## src/rtl/id_ex_stage.sv

```systemverilog
// rtl/id_ex_stage.sv - ID/EX pipeline register with forwarding, load-use bubble insertion and ALU operand steering
module id_ex_stage #(
    parameter int XLEN = 32,
    parameter int REGW = 5
) (
    input  logic            i_clk,
    input  logic            i_reset,
    input  logic            i_stall,
    input  logic            i_flush,
    input  logic            i_id_valid,
    input  logic [XLEN-1:0] i_id_pc,
    input  logic [XLEN-1:0] i_id_rs1_data,
    input  logic [XLEN-1:0] i_id_rs2_data,
    input  logic [XLEN-1:0] i_id_imm,
    input  logic [REGW-1:0] i_id_rs1,
    input  logic [REGW-1:0] i_id_rs2,
    input  logic [REGW-1:0] i_id_rd,
    input  logic [3:0]      i_id_alu_ctl,
    input  logic            i_id_alu_src_a,
    input  logic            i_id_alu_src_b,
    input  logic            i_id_reg_write,
    input  logic            i_id_mem_read,
    input  logic            i_id_mem_write,
    input  logic            i_id_mem_to_reg,
    input  logic            i_exm_reg_write,
    input  logic [REGW-1:0] i_exm_rd,
    input  logic [XLEN-1:0] i_exm_result,
    input  logic            i_wb_reg_write,
    input  logic [REGW-1:0] i_wb_rd,
    input  logic [XLEN-1:0] i_wb_data,
    output logic            o_load_use_hazard,
    output logic            o_ex_valid,
    output logic [XLEN-1:0] o_alu_a,
    output logic [XLEN-1:0] o_alu_b,
    output logic [3:0]      o_alu_ctl,
    output logic [XLEN-1:0] o_ex_store_data,
    output logic [XLEN-1:0] o_ex_pc,
    output logic [REGW-1:0] o_ex_rd,
    output logic            o_ex_reg_write,
    output logic            o_ex_mem_read,
    output logic            o_ex_mem_write,
    output logic            o_ex_mem_to_reg
);

    localparam logic [3:0] ALU_ADD = 4'd2;

    logic            r_valid;
    logic [XLEN-1:0] r_pc;
    logic [XLEN-1:0] r_rs1_data;
    logic [XLEN-1:0] r_rs2_data;
    logic [XLEN-1:0] r_imm;
    logic [REGW-1:0] r_rs1;
    logic [REGW-1:0] r_rs2;
    logic [REGW-1:0] r_rd;
    logic [3:0]      r_alu_ctl;
    logic            r_src_a;
    logic            r_src_b;
    logic            r_reg_write;
    logic            r_mem_read;
    logic            r_mem_write;
    logic            r_mem_to_reg;

    logic            w_load_use;
    logic            w_hold;
    logic            w_bubble;
    logic            w_wt1;
    logic            w_wt2;
    logic [XLEN-1:0] w_id_rs1_data;
    logic [XLEN-1:0] w_id_rs2_data;
    logic [XLEN-1:0] w_fwd1;
    logic [XLEN-1:0] w_fwd2;

    // EX/MEM has the younger value, so it is checked first; x0 is never forwarded.
    function automatic logic [XLEN-1:0] fwd_sel(
        input logic [REGW-1:0] rs,
        input logic [XLEN-1:0] stored
    );
        if (i_exm_reg_write && (i_exm_rd != '0) && (i_exm_rd == rs))
            return i_exm_result;
        else if (i_wb_reg_write && (i_wb_rd != '0) && (i_wb_rd == rs))
            return i_wb_data;
        else
            return stored;
    endfunction

    // rs2 is compared even for immediate forms: a spurious bubble is cheaper than decode-aware logic.
    assign w_load_use = r_valid && r_mem_read && (r_rd != '0) && i_id_valid &&
                        ((r_rd == i_id_rs1) || (r_rd == i_id_rs2));

    assign w_hold   = i_stall && !i_flush;
    assign w_bubble = i_flush || w_load_use;

    // Register file is written and read in the same cycle; take the value being written.
    assign w_wt1 = i_wb_reg_write && (i_wb_rd != '0) && (i_wb_rd == i_id_rs1);
    assign w_wt2 = i_wb_reg_write && (i_wb_rd != '0) && (i_wb_rd == i_id_rs2);
    assign w_id_rs1_data = w_wt1 ? i_wb_data : i_id_rs1_data;
    assign w_id_rs2_data = w_wt2 ? i_wb_data : i_id_rs2_data;

    always_ff @(posedge i_clk) begin
        if (i_reset) begin
            r_valid      <= 1'b0;
            r_pc         <= '0;
            r_rs1_data   <= '0;
            r_rs2_data   <= '0;
            r_imm        <= '0;
            r_rs1        <= '0;
            r_rs2        <= '0;
            r_rd         <= '0;
            r_alu_ctl    <= '0;
            r_src_a      <= 1'b0;
            r_src_b      <= 1'b0;
            r_reg_write  <= 1'b0;
            r_mem_read   <= 1'b0;
            r_mem_write  <= 1'b0;
            r_mem_to_reg <= 1'b0;
        end else if (!w_hold) begin
            if (w_bubble) begin
                r_valid      <= 1'b0;
                r_pc         <= '0;
                r_rs1_data   <= '0;
                r_rs2_data   <= '0;
                r_imm        <= '0;
                r_rs1        <= '0;
                r_rs2        <= '0;
                r_rd         <= '0;
                r_alu_ctl    <= ALU_ADD;
                r_src_a      <= 1'b0;
                r_src_b      <= 1'b0;
                r_reg_write  <= 1'b0;
                r_mem_read   <= 1'b0;
                r_mem_write  <= 1'b0;
                r_mem_to_reg <= 1'b0;
            end else begin
                r_valid      <= i_id_valid;
                r_pc         <= i_id_pc;
                r_rs1_data   <= w_id_rs1_data;
                r_rs2_data   <= w_id_rs2_data;
                r_imm        <= i_id_imm;
                r_rs1        <= i_id_rs1;
                r_rs2        <= i_id_rs2;
                r_rd         <= i_id_rd;
                r_alu_ctl    <= i_id_alu_ctl;
                r_src_a      <= i_id_alu_src_a;
                r_src_b      <= i_id_alu_src_b;
                r_reg_write  <= i_id_reg_write  && i_id_valid;
                r_mem_read   <= i_id_mem_read   && i_id_valid;
                r_mem_write  <= i_id_mem_write  && i_id_valid;
                r_mem_to_reg <= i_id_mem_to_reg && i_id_valid;
            end
        end
    end

    assign w_fwd1 = fwd_sel(r_rs1, r_rs1_data);
    assign w_fwd2 = fwd_sel(r_rs2, r_rs2_data);

    assign o_load_use_hazard = w_load_use;
    assign o_ex_valid        = r_valid;
    assign o_alu_a           = r_src_a ? r_pc  : w_fwd1;
    assign o_alu_b           = r_src_b ? r_imm : w_fwd2;
    assign o_ex_store_data   = w_fwd2;
    assign o_alu_ctl         = r_alu_ctl;
    assign o_ex_pc           = r_pc;
    assign o_ex_rd           = r_rd;
    assign o_ex_reg_write    = r_valid && r_reg_write;
    assign o_ex_mem_read     = r_valid && r_mem_read;
    assign o_ex_mem_write    = r_valid && r_mem_write;
    assign o_ex_mem_to_reg   = r_valid && r_mem_to_reg;

endmodule
```

## config.mk

```make
export PLATFORM = sky130hd
export DESIGN_NAME = id_ex_stage
export DESIGN_NICKNAME = d
export VERILOG_FILES = /design/src/rtl/id_ex_stage.sv
export SDC_FILE = /design/constraint.sdc
export NUM_CORES = 1
export LEC_CHECK = 0
export ABC_AREA = 1
export BUFFER_PORTS_ARGS = -buffer_cell sky130_fd_sc_hd__buf_2
export CAP_MARGIN = 20
export CORE_MARGIN = 2
export CORE_UTILIZATION = 45
export DETAILED_ROUTE_END_ITERATION = 12
export GPL_TIMING_DRIVEN = 0
export PLACE_DENSITY = 0.85
export RECOVER_POWER = 50
export SLEW_MARGIN = 15
export SYNTH_ARGS = -nofsm -noshare
export SYNTH_HDL_FRONTEND = slang
export SYNTH_SLANG_ARGS = --single-unit
```

## constraint.sdc

```tcl
create_clock -name i_clk -period 4 [get_ports i_clk]
set_input_delay 0.8 -clock i_clk [delete_from_list [all_inputs] [get_ports i_clk]]
set_output_delay 0.8 -clock i_clk [all_outputs]
set_load 0.03 [all_outputs]
```

==> flow_summary_export.csv <==
group,metric,value,unit
synthesis,synth_top_area_share,29.6,%
timing,fin_tns_setup,0,ns
synthesis,synth_common_cells,"nand2_1, nor2_1, nand3_1",
clock_tree,clockBufferDepth,2,
synthesis,synth-seq-cells,154,
cells_and_area,nFillCells,2346,
timing,hold_viol,0,
worst_setup_path,crit_path_start_kind,"primary input",
detailed_routing,routed_wl,45300,um
timing,tightest_slew,0.814,ns
cells_and_area,drive_gt1_share,20.4,%
synthesis,syn_inst,1811,
clock_tree,htreeDepth,4,
detailed_routing,ant_nets,0,
pwr,peakVddDrop,0.300,mV
clock_tree,cts_hold_buf,0,
timing,fmax,256,MHz
synthesis,async_reset_ff_share,0,%
worst_setup_path,end_kind,"output port",
pwr,p_per_area,323,nW/um2
global_routing,use_met3,7.03,%
synthesis,syn_area,10400,um2
clock_tree,cts_root_buf,"clkbuf_16",
detailed_routing,via_per_inst,5.46,
clock_tree,post_cts_buffers,0,
global_routing,grt_pass1_vias,12519,
placement,port_buffers,372,
global_routing,antenna_found_initial,6,
cells_and_area,multi_input_area,5990,um2
worst_setup_path,reg2reg_depth,13,
floorplan,start_util,45.9,%
floorplan,die_y,156,um
synthesis,yosysMostFrequentCell,"nand2_1",
synthesis,yosys-top-cells-area,"dfxtp_1, nand2_1, nand3_1, nor2_1, nand4_1",
cells_and_area,area_delta_synth_final,26.6,%
synthesis,yosysSeqAreaShare,29.6,%
timing,skew,0.0144,ns
clock_tree,clk_pin_slew,0.06,ns
worst_setup_path,required,3.20,ns
synthesis,yosys_most_used_dff,"dfxtp_1",
detailed_routing,drc,0,
floorplan,die_x,156,um
synthesis,yosys.area.top_type,"dfxtp_1",
global_routing,grt_usage,35.9,%
floorplan,io_pins,377,
cells_and_area,nets,2436,
timing,period_share,97.5,%
pwr,leakagePower,6.62,nW
synthesis,syn_avg_cell_area,5.75,um2
detailed_routing,post_drt_wl_per_cell,18.1,um
floorplan,core-area,22700,um2
clock_tree,cts_inserted_buffers,17,
timing,setup_viol,0,
outcome,status,"completed",
timing,rsz0062_at_grt,"no",
global_routing,grt_pass1_wl,67700,um
synthesis,synth_edf_count,0,
placement,gp_congestion,0.956,
global_routing,grt_max_degree,17,
clock_tree,postCtsResizedCells,0,
synthesis,syn_nets,2045,
global_routing,met2_usage,60.0,%
timing,finalCriticalPeriod,3.90,ns
pwr,total_power,4.26,mW
min_path,hold_path.class,"flop to flop",
detailed_routing,first_pass_iters,6,
placement,hpwlAfterDp,34700,um
floorplan,die-area,24400,um2
cells_and_area,regArea,3080,um2
detailed_routing,drt_iter0_drc,1606,
worst_setup_path,cp.arrival,3.10,ns
global_routing,use_met1,45.2,%
clock_tree,insertion_delay,0.44,ns
worst_setup_path,critPathKind,"primary input to output port",
flow_run,cap_violations,0,
clock_tree,cts_tree,"done",
worst_setup_path,path_max_fanout,10,
min_path,hold_depth,2,
clock_tree,cts.sinks,154,
global_routing,gr-total-overflow,0,
timing,finalMaxSlewViolations,0,
synthesis,synth_warnings,0,
timing,slew_headroom,45.8,%
detailed_routing,vias,13665,
global_routing,busiest_layer,"met2",
synthesis,synth_cell_type_count,28,
floorplan,rows,55,
[per-layer routing]
| metal | up-vias | share of wire (%) |
|---|---|---|
| met4 | 0 | 3.8 |
| met3 | 133 | 11 |
| li1 | 6535 | - |
| met2 | 825 | 46 |
| met1 | 6172 | 39 |
| met5 | - | 0 |
[layout by cell type (no fill, tap or decap), types with 3 or more instances in the layout]
master / instances
nand2_1: 500
buf_2: 353
nor2_1: 270
nand3_1: 263
dfxtp_1: 154
inv_1: 148
clkbuf_1: 132
nand4_1: 122
a21oi_1: 89
inv_2: 51
and2_1: 32
buf_1: 22
clkbuf_16: 17
xor2_1: 15
xnor2_1: 9
diode_2: 5
nor2_2: 5
buf_4: 4
buf_6: 3
bufinv_16: 3
clkinvlp_4: 3
clkinv_4: 3
[logic make-up after synthesis]
logic type / after synthesis / share of synthesized area [%]
and+or+nand+nor: 1202 / 50.8
buffers and inverters: 337 / 13.0
DFF: 154 / 29.6
AOI/OAI and AO/OA: 94 / 4.60
xor gates and xnor gates: 24 / 2.02
[where the power goes]
group          internal (mW)  switching (mW)
combinational          0.283           0.658
clock                   1.00           0.698
sequential              1.58          0.0374
total                   2.87            1.39
[final cells by class]
type | instances | share of cell area, %
buffer | 138 | 4.48
sequential | 154 | 23.4
multi-input combinational | 1320 | 45.4
clock inverter | 10 | 1.09
antenna | 5 | 0.0949
tap | 285 | 2.71
inverter | 199 | 5.67
timing repair buffer | 372 | 13.7
clock buffer | 22 | 3.45
[through the flow]
stage	setup WS [ns]	util [%]	hold slack [ns]	area [um2]	cells
floorplan	1.07	-	0.445	10400	1811
global placement	0.122	55.6	0.450	12600	2468
detailed placement	0.0986	55.6	0.456	12600	2468
CTS	0.0624	58.3	0.465	13200	2500
global route	0.0466	58.0	0.495	13200	2504
finish	0.0992	58.0	0.467	13200	2505
[critical path, cell delays in order]
cell and delay (ns):
buf_2 0.15, inv_2 0.10, or2_0 0.14, nand4_1 0.10, nor2_2 0.45, nand3_1 0.43, buf_2 0.32, nand2_1 0.07
nand3_1 0.14, and2_1 0.21, buf_2 0.17
[path summary, 6_finish.rpt]
path / endpoint / start / slack, ns
worst max-delay path: o_ex_store_data[17] / i_wb_rd[0] / 0.1
worst min-delay path: r_imm[18]$_SDFFE_PP0N_ / r_imm[18]$_SDFFE_PP0N_ / 0.47
worst max register to register: r_rs1_data[1]$_SDFFE_PP0N_ / o_ex_rd[1]$_SDFFE_PP0N_ / 1.04
worst min register to register: r_imm[18]$_SDFFE_PP0N_ / r_imm[18]$_SDFFE_PP0N_ / 0.47
No activity file was read; power rests on OpenSTA's default activity.
